### src/rtl/slice_concat_packer_pkg.sv
// Shared derivations and parameter legality checks for the slice/concat packer.
package slice_concat_packer_pkg;

  // Width of one extracted field.
  function automatic int field_width(input int hi, input int lo);
    return hi - lo;
  endfunction

  // Width of a packed output word.
  function automatic int out_width(input int num, input int hi, input int lo);
    return num * (hi - lo);
  endfunction

  // Width needed to hold a field count of 0..num.
  function automatic int count_width(input int num);
    return $clog2(num + 1);
  endfunction

  // True when the parameter set describes a buildable packer.
  function automatic bit params_legal(input int width, input int hi, input int lo, input int num);
    return (width >= hi) && (hi > lo) && (lo >= 0) && (num >= 2);
  endfunction

endpackage

### src/rtl/coreir_slice.sv
// Field extractor: returns in[HI-1:LO] as a right-aligned field.
module coreir_slice
  import slice_concat_packer_pkg::*;
#(
  parameter int WIDTH = 16,
  parameter int HI    = 15,
  parameter int LO    = 3,
  localparam int FW   = field_width(HI, LO)
) (
  input  logic [WIDTH-1:0] in,
  output logic [FW-1:0]    out
);

  // Mask of the input bits that lie outside the extracted field.
  function automatic logic [WIDTH-1:0] outside_mask();
    logic [WIDTH-1:0] m;
    m = {WIDTH{1'b1}};
    for (int i = LO; i < HI; i++) begin
      m[i] = 1'b0;
    end
    return m;
  endfunction

  localparam logic [WIDTH-1:0] OUTSIDE = outside_mask();

  // Bits outside the field are intentionally discarded.
  logic unused_bits;
  assign unused_bits = ^(in & OUTSIDE);

  assign out = in[HI-1:LO];

endmodule

### src/rtl/slice_concat_packer.sv
// Packs the in[HI-1:LO] field of successive input words into NUM-field output
// words, first field least significant, with a flush to emit partial words.
module slice_concat_packer
  import slice_concat_packer_pkg::*;
#(
  parameter int WIDTH = 16,
  parameter int HI    = 15,
  parameter int LO    = 3,
  parameter int NUM   = 4,
  localparam int FW   = field_width(HI, LO),
  localparam int OW   = out_width(NUM, HI, LO),
  localparam int CW   = count_width(NUM)
) (
  input  logic             clk,
  input  logic             arst,
  input  logic [WIDTH-1:0] in,
  input  logic             in_valid,
  output logic             in_ready,
  input  logic             flush,
  output logic [OW-1:0]    out,
  output logic [CW-1:0]    out_count,
  output logic             out_valid,
  input  logic             out_ready
);

  if (!params_legal(WIDTH, HI, LO, NUM)) begin : g_param_check
    $error("slice_concat_packer: illegal WIDTH/HI/LO/NUM combination");
  end

  logic [FW-1:0] field;
  logic [OW-1:0] acc_r;
  logic [CW-1:0] cnt_r;
  logic [OW-1:0] merged;
  logic [CW-1:0] count_next;
  logic          slot_free;
  logic          at_last;
  logic          accept;
  logic          flush_act;
  logic          load;

  coreir_slice #(
    .WIDTH (WIDTH),
    .HI    (HI),
    .LO    (LO)
  ) u_slice (
    .in  (in),
    .out (field)
  );

  // Handshake and action decode; in_ready deliberately ignores in_valid.
  assign slot_free = !out_valid || out_ready;
  assign at_last   = (cnt_r == CW'(NUM - 1));
  assign in_ready  = !at_last || slot_free;
  assign accept    = in_valid && in_ready;
  assign flush_act = flush && slot_free && ((cnt_r != {CW{1'b0}}) || accept);
  assign load      = (accept && at_last) || flush_act;

  // Accumulator contents with any field accepted this cycle dropped into slot cnt.
  always_comb begin
    merged = acc_r;
    for (int k = 0; k < NUM; k++) begin
      if (accept && (cnt_r == CW'(k))) begin
        merged[k*FW +: FW] = field;
      end else begin
        merged[k*FW +: FW] = acc_r[k*FW +: FW];
      end
    end
    if (accept) begin
      count_next = cnt_r + CW'(1);
    end else begin
      count_next = cnt_r;
    end
  end

  // Accumulator, fill counter and one-entry output register.
  always_ff @(posedge clk or posedge arst) begin
    if (arst) begin
      acc_r     <= {OW{1'b0}};
      cnt_r     <= {CW{1'b0}};
      out       <= {OW{1'b0}};
      out_count <= {CW{1'b0}};
      out_valid <= 1'b0;
    end else if (load) begin
      // Upper unused fields of a partial word are already zero in the accumulator.
      out       <= merged;
      out_count <= count_next;
      out_valid <= 1'b1;
      acc_r     <= {OW{1'b0}};
      cnt_r     <= {CW{1'b0}};
    end else begin
      if (accept) begin
        acc_r <= merged;
        cnt_r <= count_next;
      end
      if (out_valid && out_ready) begin
        out_valid <= 1'b0;
      end
    end
  end

endmodule

### config.mk
export PLATFORM = sky130hd
export DESIGN_NAME = slice_concat_packer
export DESIGN_NICKNAME = d
export VERILOG_FILES = /design/src/rtl/slice_concat_packer_pkg.sv /design/src/rtl/coreir_slice.sv /design/src/rtl/slice_concat_packer.sv
export SDC_FILE = /design/constraint.sdc
export NUM_CORES = 1
export LEC_CHECK = 0
export BUFFER_PORTS_ARGS = -buffer_cell sky130_fd_sc_hd__buf_4
export CAP_MARGIN = 5
export CELL_PAD_IN_SITES_DETAIL_PLACEMENT = 0
export CELL_PAD_IN_SITES_GLOBAL_PLACEMENT = 1
export CORE_MARGIN = 3
export CORE_UTILIZATION = 44
export CTS_CLUSTER_DIAMETER = 100
export CTS_CLUSTER_SIZE = 28
export DETAILED_ROUTE_END_ITERATION = 10
export PLACE_DENSITY_LB_ADDON = 0.1
export SYNTH_ARGS = -nofsm -noshare
export SYNTH_HDL_FRONTEND = slang
export SYNTH_SLANG_ARGS = --single-unit
### constraint.sdc
create_clock -name clk -period 4.84 [get_ports clk]
set_input_delay 1.452 -clock clk [delete_from_list [all_inputs] [get_ports clk]]
set_output_delay 1.452 -clock clk [all_outputs]
set_load 0.01 [all_outputs]
## Word-level counts from Yosys, hierarchy flattened

Index checks and enable logic that the tools add are counted.

| word-level totals | value |
|---|---|
| bits in read-only memories | 0 |
| memories kept | 0 |
| bits in registers | 103 |
| input port bits | 21 |
| RAM bits | 0 |
| word-level logic and storage cells | 38 |
| bits in latches | 0 |
| output and inout port bits | 53 |

| operators by class | value |
|---|---|
| bitwise logic cells | 0 |
| equality and inequality tests | 3 |
| multipliers | 0 |
| reductions and logical operators | 18 |
| div/mod/pow operators | 0 |
| $add $sub $neg | 1 |
| shifts and indexed selects | 0 |
| mux-type cells | 11 |
| $lt $le $gt $ge | 0 |

Operators by type and width:

| cell | count |
|---|---|
| 48-bit 2-to-1 mux | 2 |
| 12-bit 2-to-1 mux | 4 |
| 3-bit 2-to-1 mux | 3 |
| 1-bit logical AND | 8 |
| 3-bit by 2-bit equality test with 1-bit output (second input constant) | 2 |
| 1-bit logical OR | 4 |
| 2-bit nonzero test | 2 |
| 3-bit by 1-bit adder with 3-bit output (second input constant) | 1 |
| 3-bit by 1-bit equality test with 1-bit output (second input constant) | 1 |
| 3-bit logical NOT | 1 |
| 3-bit nonzero test | 1 |
| 1-bit logical NOT | 2 |
| 1-bit 2-to-1 mux | 2 |

## Depth between registers and ports, before layout

| depth | value |
|---|---|
| word-level depth | 8 |
| gate-level depth with buffers | 8 |

## Hierarchy

From an unflattened synthesis, not the netlist that was laid out.

| second synthesis, totals | value |
|---|---|
| cells, all modules | 368 |
| area total of the unflattened synthesis | 4,212.8 um^2 |

Modules (own cells, without submodules):

| module | cells each | times used | sequential area each (um^2) | area an instance (um^2) |
|---|---|---|---|---|
| slice_concat_packer | 356 | 1 | 2,577.5 | 4,122.7 |
| coreir_slice | 12 | 1 | 0.0 | 90.1 |

## Worst setup path after synthesis

No wires, ideal clock.

| path | value |
|---|---|
| kind | input to output |
| from | input out_ready |
| to | output in_ready |
| setup slack | 1.777 ns |
| arrival | 1.611 ns |
| stages on the path | 1 |
| path buffers | 0 |
| data required time | 3.388 ns |
| cell sequence | nand3b_4 |

| on the way | value |
|---|---|
| word-level cells in the longest chain between the ends | 2 |

RTL lines:

| element | RTL line | source |
|---|---|---|
| start: declaration | slice_concat_packer.sv:23 | `input logic out_ready` |
| 1-bit logical OR | slice_concat_packer.sv:51 | `assign slot_free = !out_valid \|\| out_ready;` |
| 1-bit logical OR | slice_concat_packer.sv:53 | `assign in_ready = !at_last \|\| slot_free;` |
| end: declaration | slice_concat_packer.sv:18 | `output logic in_ready,` |

No other way between the ends.

## Worst setup path in the final report

Ends and elaborated chain as after synthesis.

==> out/metrics.csv <==
metric;value;unit
fin_crit;3.33;ns
core.rowCount;34;
reg2reg_depth;7;
worst_ir_drop_vdd;0.221;mV
antenna_found_initial;0;
hold_class;reg2reg;
status;complete, no violations;
rsz0062_at_grt;false;
path_cells;buf_4 -> nand3b_4 -> buf_4;
syn-instance-count;356;
drt_iter0_drc;104;
fmax;300;MHz
grt-ovfl-total;0;
seq_area;2580;µm²
final_cell_mix;103 x dfrtp_1, 74 x buf_4, 52 x nand2_1;
fin_crit_sh;68.8;%
postCtsHoldBufs;0;
syn_nets;382;
drive_gt1_share;23.2;%
first_global_vias;2641;
p_sw_share;36.2;%
path_class;in2out;
maxCapViolCount;0;
crit_path_end_kind;output pin;
holdWs;0.488;ns
top_level_ports;74;
wl;8850;µm
track_usage;18.2;%
die_area;10600;µm²
internal-power;1.78;mW
clock_latency;0.36;ns
dieWidth;103;µm
cpMaxStageDelayCell;nand3b_4;
gp_congestion;0.730;
hold_violations;0;
power_frac_seq;46.4;%
power_switching;1.01;mW
critPathBufInv;2;
power.density;578;nW/µm²
synthDistinctLibCells;27;
area_delta_synth_final;17.1;%
synth_seq_area_share;62.5;%
crit_family;buffers and inverters;
holdPathStages;2;
path_clk_slew;0.10;ns
grt_pass1_wl;14500;µm
relSlewSlack;31.1;%
setup_violations;0;
synth.ff_latch_count;103;
worst_setup_path_start_kind;primary input;
critPathMaxFanout;5;
syn_area;4120;µm²
timing_max_transition_violations_final;0;
power_frac_clock;18.0;%
skew;0.0124;ns
first_pass_iters;4;
grt_start_max_net_pins;84;
routed-via-count;2668;
initial_utilization;46.4;%
cts_resized;0;
cts_tree;done;
io_buffers;69;
tightest_slew;1.03;ns
wl_per_cell;16.7;µm
die_y;103;µm
clkSinkCount;103;
numCtsBuffers;9;
dp_hpwl;5780;µm
p_leak;2.36;nW
cp_data_arrival_time;1.88;ns
nets;443;
layout_commonest_cell;dfrtp_1;
fillers;814;
fin_tns_setup;0;ns
critPathRequiredTime;3.39;ns
cpMostUsedCell;buf_4;
diodes;0;
cpPeakStageDelay;0.16;ns
path_depth;3;
htreeDepth;3;
drc_errors;0;
final_antenna_net_count;0;
p_comb_share;35.6;%
coreArea;8890;µm²
viasPerCell;5.03;
postSynthAreaPerCell;11.6;µm²
cts_root_buf;clkbuf_8;
cts_max_path_buffers;2;
yosysWarnings;0;
multi_input_area;1350;µm²
post_cts_buffers;0;
## metrics by stage
| step | util (%) | area (µm²) | std cells | power, mW | setup WS (ns) |
|---|---|---|---|---|---|
| CTS | 54.3 | 4830 | 530 | 2.83 | 1.51 |
| detailed placement | 52.3 | 4650 | 514 | 2.33 | 1.51 |
| floorplan | - | 4120 | 356 | 1.93 | 0.684 |
| global placement | 52.3 | 4650 | 514 | 2.30 | 1.51 |
| finish | 54.3 | 4830 | 530 | 2.79 | 1.51 |
| global route | 54.3 | 4830 | 530 | 3.01 | 1.49 |
## worst register-to-register path: stages, from the launching register on
cell and delay, ns:
dfrtp_1 0.41, ha_1 0.21, ha_1 0.22, and2_1 0.19, o221ai_4 0.74, buf_4 0.43
nand2_1 0.10, o21ai_1 0.08
## registers in the layout (all words and copies together) (netlist names)
name / flops
acc_r: 48
cnt_r: 3
out: 48
out_count: 3
out_valid: 1
## synthesized netlist by cell type
master / count / area, µm²
a21oi_1: 1 / 5.00
a31oi_2: 1 / 12.5
and2_1: 2 / 12.5
and3_1: 3 / 18.8
buf_12: 3 / 60.1
buf_2: 15 / 75.1
buf_4: 1 / 7.51
buf_6: 3 / 33.8
buf_8: 1 / 15.0
clkbuf_1: 1 / 3.75
dfrtp_1: 103 / 2580
ha_1: 5 / 62.6
inv_1: 6 / 22.5
mux2_2: 1 / 11.3
mux2i_1: 48 / 480
mux2i_2: 1 / 13.8
nand2_1: 52 / 195
nand2b_1: 2 / 12.5
nand3b_4: 1 / 20.0
nor2_1: 51 / 191
nor2b_2: 1 / 8.76
o21ai_0: 1 / 5.00
o21ai_1: 49 / 245
o21ai_2: 1 / 8.76
o221ai_1: 1 / 8.76
o22ai_1: 1 / 6.26
xnor2_1: 1 / 8.76
## routing by layer
layer	GRT usage [%]	wire (µm)
met5	0	0
met4	4.18	46
met3	3.65	340
met2	27.0	4080
met1	28.0	4380
## logic make-up after synthesis
logic type	count (synthesis)	share of synthesized area, %
adders and majority gates	5	1.52
buffers and inverters	30	5.28
DFF	103	62.5
muxes	50	12.3
and+or+nand+nor	112	11.1
AOI/OAI and AO/OA	55	7.07
xor gates and xnor gates	1	0.212
## final cells by class
type                    instances  share of cell area (%)
flip-flops and latches        103                    53.4
clock inverters                 7                    1.17
clock buffers                   9                    2.57
repair buffers                 74                    11.5
well taps                     108                    2.80
multi-input cells             223                    28.0
inverters                       6                   0.518
## power by group through the flow
stage	logic (mW)	clock network, mW	registers (mW)
floorplan	0.566	0	1.36
global placement	0.992	0	1.31
detailed placement	1.01	0	1.31
CTS	1.01	0.521	1.30
global route	1.12	0.557	1.33
finish	0.994	0.503	1.29
## path summary, 6_finish.rpt
check	startpoint	end	slack [ns]
worst max-delay path	out_ready	in_ready	1.51
worst max register to register	cnt_r[0]	out[47]	2.37
worst min register to register	out[24]	out[24]	0.49
max in group asynchronous	arst	out[19]	2.62
min in group asynchronous	arst	out[11]	1.31
worst min-delay path	out[24]	out[24]	0.49
(Power assumes the default switching activity.)
